[src/rtl/ctrl_decode_pipe.sv]
// ctrl_decode_pipe: RV32I/M main decoder feeding the D->E pipeline register,
// with a small occupancy FSM that holds E while a div/rem op runs.
module ctrl_decode_pipe #(
   parameter bit          EN_M        = 1'b1,
   parameter int unsigned DIV_LATENCY = 32
) (
   input  logic        clk,
   input  logic        rst_n,
   input  logic [31:0] instr_d,
   input  logic        valid_d,
   input  logic        stall_e,
   input  logic        flush_e,
   output logic [2:0]  imm_src_d,
   output logic        reg_write_e,
   output logic        mem_write_e,
   output logic        branch_e,
   output logic        jump_e,
   output logic        jump_reg_e,
   output logic        alu_src_e,
   output logic        src_a_src_e,
   output logic [1:0]  result_src_e,
   output logic [1:0]  alu_op_e,
   output logic        muldiv_e,
   output logic        illegal_e,
   output logic        valid_e,
   output logic        mc_busy
);

   localparam int unsigned CNT_W    = 8;
   localparam logic [CNT_W-1:0] DIV_LOAD = CNT_W'(DIV_LATENCY - 1);

   localparam logic [6:0] OP_LOAD  = 7'b0000011;
   localparam logic [6:0] OP_STORE = 7'b0100011;
   localparam logic [6:0] OP_R     = 7'b0110011;
   localparam logic [6:0] OP_IALU  = 7'b0010011;
   localparam logic [6:0] OP_BR    = 7'b1100011;
   localparam logic [6:0] OP_LUI   = 7'b0110111;
   localparam logic [6:0] OP_AUIPC = 7'b0010111;
   localparam logic [6:0] OP_JAL   = 7'b1101111;
   localparam logic [6:0] OP_JALR  = 7'b1100111;

   localparam logic [6:0] F7_BASE  = 7'b0000000;
   localparam logic [6:0] F7_ALT   = 7'b0100000;
   localparam logic [6:0] F7_MULDV = 7'b0000001;

   typedef struct packed {
      logic       reg_write;
      logic       mem_write;
      logic       branch;
      logic       jump;
      logic       jump_reg;
      logic       alu_src;
      logic       src_a_src;
      logic [1:0] result_src;
      logic [1:0] alu_op;
      logic       muldiv;
      logic       illegal;
   } ctrl_t;

   typedef enum logic [0:0] {
      ST_IDLE = 1'b0,
      ST_BUSY = 1'b1
   } state_t;

   logic [6:0]       w_opcode;
   logic [6:0]       w_funct7;
   logic             w_is_div;
   ctrl_t            w_dec;
   logic [2:0]       w_imm;
   logic             w_load;
   logic             w_unused;

   ctrl_t            r_ctrl;
   logic             r_valid;
   state_t           r_state;
   state_t           w_state_nxt;
   logic [CNT_W-1:0] r_cnt;
   logic [CNT_W-1:0] w_cnt_nxt;
   logic             r_mc_busy;

   assign w_opcode = instr_d[6:0];
   assign w_funct7 = instr_d[31:25];
   assign w_is_div = instr_d[14];
   assign w_unused = ^{instr_d[24:15], instr_d[13:7]};

   // Main decode: opcode/funct7 to control bundle and immediate select.
   always_comb begin
      w_dec = '0;
      w_imm = 3'b000;
      case (w_opcode)
         OP_LOAD: begin
            w_dec.reg_write  = 1'b1;
            w_dec.alu_src    = 1'b1;
            w_dec.result_src = 2'b01;
            w_imm            = 3'b000;
         end
         OP_STORE: begin
            w_dec.mem_write = 1'b1;
            w_dec.alu_src   = 1'b1;
            w_imm           = 3'b001;
         end
         OP_R: begin
            if (w_funct7 == F7_BASE || w_funct7 == F7_ALT) begin
               w_dec.reg_write = 1'b1;
               w_dec.alu_op    = 2'b10;
            end else if (EN_M && w_funct7 == F7_MULDV) begin
               w_dec.reg_write = 1'b1;
               w_dec.alu_op    = 2'b10;
               w_dec.muldiv    = 1'b1;
            end else begin
               w_dec.illegal   = 1'b1;
            end
         end
         OP_IALU: begin
            w_dec.reg_write = 1'b1;
            w_dec.alu_src   = 1'b1;
            w_dec.alu_op    = 2'b10;
         end
         OP_BR: begin
            w_dec.branch = 1'b1;
            w_dec.alu_op = 2'b01;
            w_imm        = 3'b010;
         end
         OP_LUI: begin
            w_dec.reg_write  = 1'b1;
            w_dec.alu_src    = 1'b1;
            w_dec.result_src = 2'b11;
            w_imm            = 3'b100;
         end
         OP_AUIPC: begin
            w_dec.reg_write = 1'b1;
            w_dec.alu_src   = 1'b1;
            w_dec.src_a_src = 1'b1;
            w_imm           = 3'b100;
         end
         OP_JAL: begin
            w_dec.reg_write  = 1'b1;
            w_dec.result_src = 2'b10;
            w_dec.jump       = 1'b1;
            w_dec.src_a_src  = 1'b1;
            w_imm            = 3'b011;
         end
         OP_JALR: begin
            w_dec.reg_write  = 1'b1;
            w_dec.result_src = 2'b10;
            w_dec.jump       = 1'b1;
            w_dec.jump_reg   = 1'b1;
            w_imm            = 3'b000;
         end
         default: begin
            w_dec.illegal = 1'b1;
         end
      endcase
   end

   assign imm_src_d = w_imm;

   // E accepts a new instruction only when neither flushed, held, nor occupied.
   assign w_load = !flush_e && !r_mc_busy && !stall_e;

   // E pipeline register: flush beats hold beats load; invalid slots carry no controls.
   always_ff @(posedge clk or negedge rst_n) begin
      if (!rst_n) begin
         r_ctrl  <= '0;
         r_valid <= 1'b0;
      end else if (flush_e) begin
         r_ctrl  <= '0;
         r_valid <= 1'b0;
      end else if (w_load) begin
         r_ctrl  <= valid_d ? w_dec : '0;
         r_valid <= valid_d;
      end
   end

   // Occupancy FSM next-state: a loaded div/rem counts down its remaining cycles.
   always_comb begin
      w_state_nxt = r_state;
      w_cnt_nxt   = r_cnt;
      case (r_state)
         ST_IDLE: begin
            if (w_load && valid_d && w_dec.muldiv && w_is_div) begin
               w_state_nxt = ST_BUSY;
               w_cnt_nxt   = DIV_LOAD;
            end
         end
         ST_BUSY: begin
            if (flush_e || r_cnt == CNT_W'(1)) begin
               w_state_nxt = ST_IDLE;
               w_cnt_nxt   = '0;
            end else begin
               w_cnt_nxt   = r_cnt - CNT_W'(1);
            end
         end
         default: begin
            w_state_nxt = ST_IDLE;
            w_cnt_nxt   = '0;
         end
      endcase
   end

   // Occupancy FSM state, counter and registered busy flag.
   always_ff @(posedge clk or negedge rst_n) begin
      if (!rst_n) begin
         r_state   <= ST_IDLE;
         r_cnt     <= '0;
         r_mc_busy <= 1'b0;
      end else begin
         r_state   <= w_state_nxt;
         r_cnt     <= w_cnt_nxt;
         r_mc_busy <= (w_state_nxt == ST_BUSY);
      end
   end

   assign reg_write_e  = r_ctrl.reg_write;
   assign mem_write_e  = r_ctrl.mem_write;
   assign branch_e     = r_ctrl.branch;
   assign jump_e       = r_ctrl.jump;
   assign jump_reg_e   = r_ctrl.jump_reg;
   assign alu_src_e    = r_ctrl.alu_src;
   assign src_a_src_e  = r_ctrl.src_a_src;
   assign result_src_e = r_ctrl.result_src;
   assign alu_op_e     = r_ctrl.alu_op;
   assign muldiv_e     = r_ctrl.muldiv;
   assign illegal_e    = r_ctrl.illegal;
   assign valid_e      = r_valid;
   assign mc_busy      = r_mc_busy;

endmodule
[config.mk]
export PLATFORM = sky130hd
export DESIGN_NAME = ctrl_decode_pipe
export DESIGN_NICKNAME = d
export VERILOG_FILES = /design/src/rtl/ctrl_decode_pipe.sv
export SDC_FILE = /design/constraint.sdc
export NUM_CORES = 1
export LEC_CHECK = 0
export BUFFER_PORTS_ARGS = -buffer_cell sky130_fd_sc_hd__buf_2
export CAP_MARGIN = 20
export CORE_MARGIN = 2
export CORE_UTILIZATION = 50
export DETAILED_ROUTE_END_ITERATION = 10
export GPL_TIMING_DRIVEN = 0
export PLACE_DENSITY_LB_ADDON = 0.3
export SYNTH_ARGS = -nofsm -noshare
export SYNTH_HDL_FRONTEND = slang
export SYNTH_SLANG_ARGS = --single-unit
[constraint.sdc]
create_clock -name clk -period 3.98 [get_ports clk]
set_input_delay 0.398 -clock clk [delete_from_list [all_inputs] [get_ports clk]]
set_output_delay 0.398 -clock clk [all_outputs]
set_load 0.005 [all_outputs]
==> metrics.txt, run 1 <==
# TYPE chip_impl_metric gauge
chip_impl_info{name="critical_path.endpoint_type",value="register"} 1
chip_impl_metric{name="antenna_found_initial",unit=""} 0
chip_impl_metric{name="die_width",unit="um"} 54.2
chip_impl_metric{name="clk_path_buf_depth",unit=""} 2
chip_impl_metric{name="cts.clk_slew.worst_paths",unit="ns"} 0.14
chip_impl_metric{name="dr_total_vias",unit=""} 1204
chip_impl_info{name="layout_common_cells",value="sky130_fd_sc_hd__buf_2 (34), sky130_fd_sc_hd__dfrtp_1 (22), sky130_fd_sc_hd__nand2_1 (21)"} 1
chip_impl_metric{name="synth-edff-count",unit=""} 0
chip_impl_metric{name="detailedRoute.firstIterationViolations",unit=""} 35
chip_impl_metric{name="post_route_cells_drive_above_1_share",unit="%"} 26.3
chip_impl_metric{name="antenna_cells",unit=""} 0
chip_impl_metric{name="num-nets-final",unit=""} 215
chip_impl_metric{name="setup-tns-final",unit="ns"} 0
chip_impl_metric{name="io_pins",unit=""} 55
chip_impl_metric{name="powerDensity",unit="mW/mm2"} 295
chip_impl_metric{name="syn_area",unit="mm2"} 0.00126
chip_impl_metric{name="gate_count_of_the_mapped_netlist",unit=""} 137
chip_impl_metric{name="hpwl",unit="um"} 2370
chip_impl_metric{name="cp_slowest_stage_delay",unit="ns"} 0.58
chip_impl_metric{name="gr-usage-all-layers",unit="%"} 23.1
chip_impl_metric{name="cts_hold_repair.buffers",unit=""} 0
chip_impl_metric{name="cts_made_buffers",unit=""} 3
chip_impl_metric{name="synth.lib_cells_used.distinct",unit=""} 42
chip_impl_metric{name="dpl_cell_area",unit="mm2"} 0.00147
chip_impl_metric{name="rows",unit=""} 18
chip_impl_metric{name="clock_tree.htree_level_count",unit=""} 1
chip_impl_metric{name="timing.final.crit_period",unit="ns"} 1.89
chip_impl_info{name="crit_family",value="simple AND/OR/NAND/NOR gates"} 1
chip_impl_info{name="mostFrequentLayoutCell",value="sky130_fd_sc_hd__buf_2"} 1
chip_impl_metric{name="detail_route.first_pass.iterations",unit=""} 4
chip_impl_metric{name="routedWlPerCell",unit="um"} 14.8
chip_impl_metric{name="finalHoldViolations",unit=""} 0
chip_impl_metric{name="p_leak",unit="nW"} 0.755
chip_impl_metric{name="drv.max_cap_violation_count",unit=""} 0
chip_impl_metric{name="maximum_fanout_encountered_on_the_critical_timing_path",unit=""} 6
chip_impl_metric{name="fmax",unit="GHz"} 0.529
chip_impl_info{name="critical_path_class",value="register to register"} 1
chip_impl_metric{name="grt_pass1_wl",unit="um"} 4790
chip_impl_metric{name="synth-async-reset-ratio",unit="%"} 100
chip_impl_metric{name="grt_max_degree",unit=""} 23
chip_impl_metric{name="first_global_vias",unit=""} 1094
chip_impl_info{name="worst_path_max_delay_cell",value="sky130_fd_sc_hd__or4b_4"} 1
chip_impl_metric{name="peakVddDrop",unit="V"} 0.000181
chip_impl_metric{name="seq_power_share",unit="%"} 50.8
chip_impl_metric{name="cp_data_required_time",unit="ns"} 4.21
chip_impl_metric{name="count_of_buffer_and_inverter_cells_on_the_critical_path",unit=""} 0
chip_impl_metric{name="detail_route.vias_per_cell",unit=""} 5.87
chip_impl_metric{name="post_cts_gate_resize_count",unit=""} 0
chip_impl_metric{name="timing.final.crit_share",unit="%"} 47.5
chip_impl_metric{name="chipHeight",unit="um"} 54.2
chip_impl_metric{name="io_buffer_count",unit=""} 34
chip_impl_metric{name="total_clock_sinks",unit=""} 22
chip_impl_metric{name="timing.critical_path.arrival",unit="ns"} 2.12
chip_impl_metric{name="gp_congestion",unit=""} 0.827
chip_impl_metric{name="routed_wl",unit="um"} 3030
chip_impl_metric{name="slew_viol_final",unit=""} 0
chip_impl_info{name="clk_root_buffer_cell",value="sky130_fd_sc_hd__clkbuf_4"} 1
chip_impl_metric{name="switching_power",unit="uW"} 104
chip_impl_metric{name="multi_input_comb_area",unit="um2"} 658
chip_impl_metric{name="synthesis.nets",unit=""} 176
chip_impl_metric{name="fin_area",unit="mm2"} 0.00152
chip_impl_metric{name="gr-total-overflow",unit=""} 0
chip_impl_info{name="tritoncts",value="done"} 1
chip_impl_metric{name="total_of_fill_cells_in_the_finished_design",unit=""} 222
chip_impl_metric{name="areaGrowthSynthToFinish",unit="%"} 20.7
chip_impl_metric{name="setup_clock_skew_after_layout",unit="ns"} 0.00847
chip_impl_metric{name="clkLatencyLatePin",unit="ns"} 0.32
chip_impl_metric{name="initial_utilization",unit="%"} 51.7
chip_impl_metric{name="p_int",unit="uW"} 344
chip_impl_metric{name="postSynthRegisterBits",unit=""} 22
chip_impl_info{name="outcome",value="finished, final reports clean"} 1
chip_impl_metric{name="power_frac_comb",unit="%"} 9.8
chip_impl_metric{name="worst_slew_pin_slew",unit="ns"} 0.668
chip_impl_metric{name="syn-mean-instance-area",unit="um2"} 9.18
chip_impl_metric{name="postCtsSetupBuffers",unit=""} 0
chip_impl_metric{name="sequential_area",unit="um2"} 551
chip_impl_info{name="hold_path.class",value="input port to async pin"} 1
chip_impl_metric{name="core-area",unit="mm2"} 0.00243
chip_impl_metric{name="postRouteAntennaNets",unit=""} 0
chip_impl_metric{name="warning_count_from_the_yosys_run",unit=""} 0
chip_impl_metric{name="slew-limit-headroom",unit="%"} 54.8
chip_impl_info{name="rsz0062_at_grt",value="false"} 1
chip_impl_metric{name="drc",unit=""} 0
chip_impl_info{name="ys_dominant_reg_cell",value="sky130_fd_sc_hd__dfrtp_1"} 1
chip_impl_info{name="crit_path_cell_trace",value="or4b_4 > nor4_4 > a31oi_2 > a22o_1"} 1
chip_impl_info{name="crit_path_start_kind",value="register"} 1
chip_impl_metric{name="final-setup-viol-count",unit=""} 0
chip_impl_metric{name="power_switching_share",unit="%"} 23.2
chip_impl_metric{name="seq_area_frac_synth",unit="%"} 43.8
chip_impl_metric{name="die_area",unit="mm2"} 0.00293
chip_impl_metric{name="power_frac_clock",unit="%"} 39.4
==> per-layer routing <==
metal	up-vias	wire length, um	global-route usage [%]
met1	557	1350	32.3
met2	52	1420	35.7
met3	9	192	3.33
met4	0	65	9.58
li1	586	-	-
met5	-	0	0
==> state kept, by name, indices dropped and copies added, names as in the netlist <==
register and count:
valid_e 1, alu_src_e 1, result_src_e 2, mc_busy 1, illegal_e 1, jump_e 1, r_cnt 8, src_a_src_e 1
jump_reg_e 1, reg_write_e 1, mem_write_e 1, alu_op_e 2, muldiv_e 1
==> cell type report <==
class	instances	share of cell area, %
Multi-Input combinational cell	103	43.4
Sequential cell	22	36.3
Timing Repair Buffer	34	11.2
Tap cell	30	2.47
Clock inverter	1	1.98
Buffer	7	1.98
Clock buffer	3	1.48
Inverter	5	1.24
==> worst register-to-register path, delay by kind of cell (launching register included) <==
| family | cells | cell delay [ns] |
|---|---|---|
| flops | 1 | 0.43 |
| compound gates | 2 | 0.48 |
| simple gates | 2 | 0.89 |
==> stage by stage <==
| step | setup slack, ns | power, mW | cells | util (%) | hold WS [ns] |
|---|---|---|---|---|---|
| detailed placement | 1.93 | 0.276 | 201 | 60.2 | 0.396 |
| global placement | 1.99 | 0.274 | 201 | 60.2 | 0.390 |
| finish | 2.09 | 0.448 | 205 | 62.4 | 0.0134 |
| floorplan | 2.21 | 0.253 | 137 | - | 0.102 |
| global route | 2.01 | 0.463 | 205 | 62.4 | 0.0417 |
| CTS | 2.09 | 0.449 | 205 | 62.4 | 0.0289 |
==> Yosys cell counts, drive strengths merged, types with 2 or more instances <==
library cell | n | area share (%)
nor4 | 5 | 3.7
nor2b | 4 | 2.0
a21oi | 2 | 0.80
o2bb2ai | 2 | 1.4
nand2 | 21 | 6.3
nor4b | 2 | 2.6
a221o | 2 | 1.6
and3 | 2 | 0.99
a22o | 2 | 1.4
nor3 | 4 | 1.6
nor2 | 8 | 2.4
nand4 | 2 | 0.99
a211oi | 2 | 1.2
dfrtp | 22 | 44
inv | 5 | 1.5
a31oi | 4 | 2.5
or3 | 2 | 0.99
a32o | 2 | 1.6
o21ai | 11 | 4.4
clkbuf | 6 | 1.8
ha | 2 | 2.0
nand3 | 8 | 3.2
or4 | 2 | 1.5
==> worst paths after layout <==
path                             startpoint           to  slack, ns  depth (start not counted)
min in group clk                 instr_d[0]  alu_op_e[0]       0.38                          3
worst min register to register  mem_write_e  mem_write_e       0.50                          2
worst max-delay path                mc_busy     r_cnt[5]       2.09                          4
max in group asynchronous             rst_n  mem_write_e       3.62                          1
worst max register to register      mc_busy     r_cnt[5]       2.09                          4
worst min-delay path                  rst_n     r_cnt[6]       0.01                          1
==> cell families (layout without fill, tap and decap cells) <==
kind of cell,Yosys count,after routing,synth area share (%)
adders and majority gates,2,2,1.99
xor gates and xnor gates,1,1,0.697
and+or+nand+nor,66,66,30.2
AOI/OAI and AO/OA,34,34,19.4
buffers and inverters,12,50,3.88
DFF,22,22,43.8
==> power by group through the flow <==
stage,clock (mW),combinational (mW),sequential (mW)
finish,0.176,0.0437,0.228
global route,0.187,0.0485,0.228
CTS,0.177,0.0438,0.228
detailed placement,0,0.0438,0.232
global placement,0,0.0422,0.232
floorplan,0,0.0215,0.232
Power figures use the tool's default switching activity.
==> inputs of run 2 (changes only) <==
--- a/config.mk
+++ b/config.mk
@@ -8,7 +8,7 @@
 export BUFFER_PORTS_ARGS = -buffer_cell sky130_fd_sc_hd__buf_2
 export CAP_MARGIN = 20
 export CORE_MARGIN = 2
-export CORE_UTILIZATION = 50
+export CORE_UTILIZATION = 42
 export DETAILED_ROUTE_END_ITERATION = 10
 export GPL_TIMING_DRIVEN = 0
 export PLACE_DENSITY_LB_ADDON = 0.3
==> constraint.sdc (replaced) <==
create_clock -name clk -period 1.7 [get_ports clk]
set_input_delay 0.17 -clock clk [delete_from_list [all_inputs] [get_ports clk]]
set_output_delay 0.17 -clock clk [all_outputs]
set_load 0.005 [all_outputs]
==> run 2 against run 1 <==
The flow now finishes with violations (DRC, setup timing). Non-clock buffer count rose by 5. Maximum frequency rose by 9.8%. Clock skew fell by 0.0046 ns. Hold slack improved by 0.13 ns. Sequential share of layout area fell by 2.5 points.
==> metrics.txt, run 2 (synthesis results as in run 1) <==
# TYPE chip_impl_metric gauge
chip_impl_metric{name="cts_made_buffers",unit=""} 3
chip_impl_metric{name="die_width",unit="um"} 58.7
chip_impl_metric{name="io_pins",unit=""} 55
chip_impl_info{name="register_with_the_highest_flop_count",value="r_cnt"} 1
chip_impl_metric{name="hpwl",unit="um"} 2330
chip_impl_metric{name="sequential_area",unit="um2"} 551
chip_impl_metric{name="maximum_fanout_encountered_on_the_critical_timing_path",unit=""} 4
chip_impl_metric{name="io_buffer_count",unit=""} 34
chip_impl_metric{name="detailedRoute.firstIterationViolations",unit=""} 37
chip_impl_metric{name="antenna_cells",unit=""} 0
chip_impl_metric{name="detail_route.vias_per_cell",unit=""} 5.80
chip_impl_info{name="crit_path_start_kind",value="register"} 1
chip_impl_metric{name="finalWorstSetupSlack",unit="ns"} -0.0211
chip_impl_info{name="violations",value="DRC, setup timing"} 1
chip_impl_info{name="rsz0062_at_grt",value="true"} 1
chip_impl_metric{name="ff2ff_path_depth",unit=""} 5
chip_impl_metric{name="postRouteAntennaNets",unit=""} 0
chip_impl_metric{name="drc",unit=""} 1
chip_impl_metric{name="cp_data_required_time",unit="ns"} 1.96
chip_impl_metric{name="reg2reg_setup_slack",unit="ns"} -0.02
chip_impl_info{name="hold_path_end",value="alu_op_e[0]"} 1
chip_impl_metric{name="die_area",unit="mm2"} 0.00345
chip_impl_metric{name="final-setup-viol-count",unit=""} 5
chip_impl_metric{name="hold_slack",unit="ns"} 0.144
chip_impl_metric{name="cts.clk_slew.worst_paths",unit="ns"} 0.13
chip_impl_info{name="hold_path.class",value="input port to register"} 1
chip_impl_metric{name="final_util",unit="%"} 58.1
chip_impl_metric{name="antenna_found_initial",unit=""} 0
chip_impl_metric{name="timing.critical_path.arrival",unit="ns"} 1.98
chip_impl_metric{name="largest_register_ff_count",unit=""} 8
chip_impl_info{name="hold_start",value="instr_d[0]"} 1
chip_impl_metric{name="peakVddDrop",unit="V"} 0.000381
chip_impl_metric{name="areaGrowthSynthToFinish",unit="%"} 29.7
chip_impl_metric{name="fmax",unit="GHz"} 0.581
chip_impl_metric{name="core-area",unit="mm2"} 0.00281
chip_impl_metric{name="detail_route.first_pass.iterations",unit=""} 7
chip_impl_metric{name="gr-total-overflow",unit=""} 0
chip_impl_metric{name="drv.max_cap_violation_count",unit=""} 0
chip_impl_metric{name="chipHeight",unit="um"} 58.7
chip_impl_metric{name="clock_tree.htree_level_count",unit=""} 1
chip_impl_metric{name="total_clock_sinks",unit=""} 22
chip_impl_metric{name="timing.final.crit_share",unit="%"} 101
chip_impl_metric{name="number_of_cells_on_the_worst_hold_path",unit=""} 3
chip_impl_info{name="critical_path.endpoint_type",value="register"} 1
chip_impl_metric{name="gp_congestion",unit=""} 0.841
chip_impl_metric{name="grt_pass1_wl",unit="um"} 5200
chip_impl_metric{name="dr_total_vias",unit=""} 1224
chip_impl_metric{name="first_global_vias",unit=""} 1150
chip_impl_metric{name="powerDensity",unit="mW/mm2"} 649
chip_impl_info{name="mostFrequentLayoutCell",value="sky130_fd_sc_hd__buf_2"} 1
chip_impl_metric{name="finalHoldViolations",unit=""} 0
chip_impl_metric{name="initial_utilization",unit="%"} 44.8
chip_impl_metric{name="clkLatencyLatePin",unit="ns"} 0.31
chip_impl_info{name="rr_startpoint",value="mc_busy"} 1
chip_impl_info{name="outcome",value="finished with violations"} 1
chip_impl_metric{name="slew_viol_final",unit=""} 0
chip_impl_metric{name="routed_wl",unit="um"} 3200
chip_impl_metric{name="multi_input_comb_area",unit="um2"} 723
chip_impl_info{name="tritoncts",value="done"} 1
chip_impl_info{name="endpoint_of_the_most_critical_register_to_register_path",value="r_cnt[1]"} 1
chip_impl_metric{name="dpl.cell_count",unit=""} 202
chip_impl_metric{name="routedWlPerCell",unit="um"} 15.2
chip_impl_metric{name="slew-limit-headroom",unit="%"} 61.3
chip_impl_metric{name="worst_slew_pin_slew",unit="ns"} 0.577
chip_impl_metric{name="post_route_cells_drive_above_1_share",unit="%"} 33.9
chip_impl_metric{name="final_cell_count_no_fill",unit=""} 211
chip_impl_metric{name="p_leak",unit="nW"} 0.804
chip_impl_metric{name="total_of_fill_cells_in_the_finished_design",unit=""} 262
chip_impl_metric{name="num-nets-final",unit=""} 220
chip_impl_metric{name="clk_path_buf_depth",unit=""} 2
chip_impl_info{name="clk_root_buffer_cell",value="sky130_fd_sc_hd__clkbuf_4"} 1
chip_impl_info{name="critical_path_class",value="register to register"} 1
chip_impl_metric{name="setup_clock_skew_after_layout",unit="ns"} 0.00388
chip_impl_metric{name="grt_max_degree",unit=""} 23
chip_impl_metric{name="timing.final.crit_period",unit="ns"} 1.72
chip_impl_metric{name="gr-usage-all-layers",unit="%"} 19.6
chip_impl_info{name="layout_common_cells",value="sky130_fd_sc_hd__buf_2 (34), sky130_fd_sc_hd__dfrtp_1 (22), sky130_fd_sc_hd__nand2_1 (20)"} 1
chip_impl_metric{name="rows",unit=""} 19
run 2: layout make-up:
type | count | share of cell area (%)
buffer | 7 | 2.00
clock buffer | 3 | 1.38
clock inverter | 1 | 1.84
inverter | 5 | 1.15
multi-input combinational | 103 | 44.4
sequential | 22 | 33.8
tap | 31 | 2.38
timing repair buffer | 39 | 13.1
run 2: how the worst max path moves through the flow:
| stage | startpoint | end | slack (ns) | cells past startpoint |
|---|---|---|---|---|
| after floorplan | mc_busy | r_cnt[5] | -0.006 | 4 |
| after global placement | mc_busy | r_cnt[5] | -0.14 | 4 |
| after detailed placement | mc_busy | r_cnt[5] | -0.16 | 4 |
| after CTS | mc_busy | r_cnt[1] | -0.07 | 5 |
| after global routing | mc_busy | r_cnt[1] | -0.1 | 5 |
| final | mc_busy | r_cnt[1] | -0.02 | 5 |
run 2: report_power, final:
group | total [mW] | internal [mW] | switching [mW]
Combinational | 0.114 | 0.0437 | 0.0708
Clock | 0.408 | 0.238 | 0.170
Sequential | 0.535 | 0.529 | 0.00610
Total | 1.06 | 0.811 | 0.247
run 2: what timing repair did:
action | 4_1_cts | 5_1_grt
setup buffers | 4 | 0
endpoints found under the hold margin | 22 | 0
setup endpoints to repair | 18 | 17
hold buffers | 1 | 0
pin swaps | 4 | 7
resized for setup | 7 | 10
run 2: through the flow:
step / power, mW / area, um2 / setup WS, ns / TNS [ns]
final: 1.06 / 1630 / -0.0211 / -0.0531
after global routing: 1.10 / 1630 / -0.0969 / -0.566
after CTS: 1.06 / 1590 / -0.0699 / -0.323
after detailed placement: 0.647 / 1470 / -0.161 / -0.780
after global placement: 0.642 / 1470 / -0.143 / -0.360
after floorplan: 0.593 / 1260 / -0.00598 / -0.00598
run 2: worst max-delay path: stages (launching register included):
cell	delay [ns]
sky130_fd_sc_hd__dfrtp_1	0.40
sky130_fd_sc_hd__or4b_4	0.53
sky130_fd_sc_hd__nor4_4	0.24
sky130_fd_sc_hd__buf_4	0.19
sky130_fd_sc_hd__and3_4	0.20
sky130_fd_sc_hd__o31a_1	0.11
run 2: per-layer routing:
metal | GRT usage, % | part of all wire (%) | up-vias
met5 | 0 | 0 | -
li1 | - | - | 593
met4 | 5.19 | 0.75 | 0
met3 | 3.08 | 6.7 | 4
met2 | 31.8 | 47 | 38
met1 | 27.6 | 45 | 589
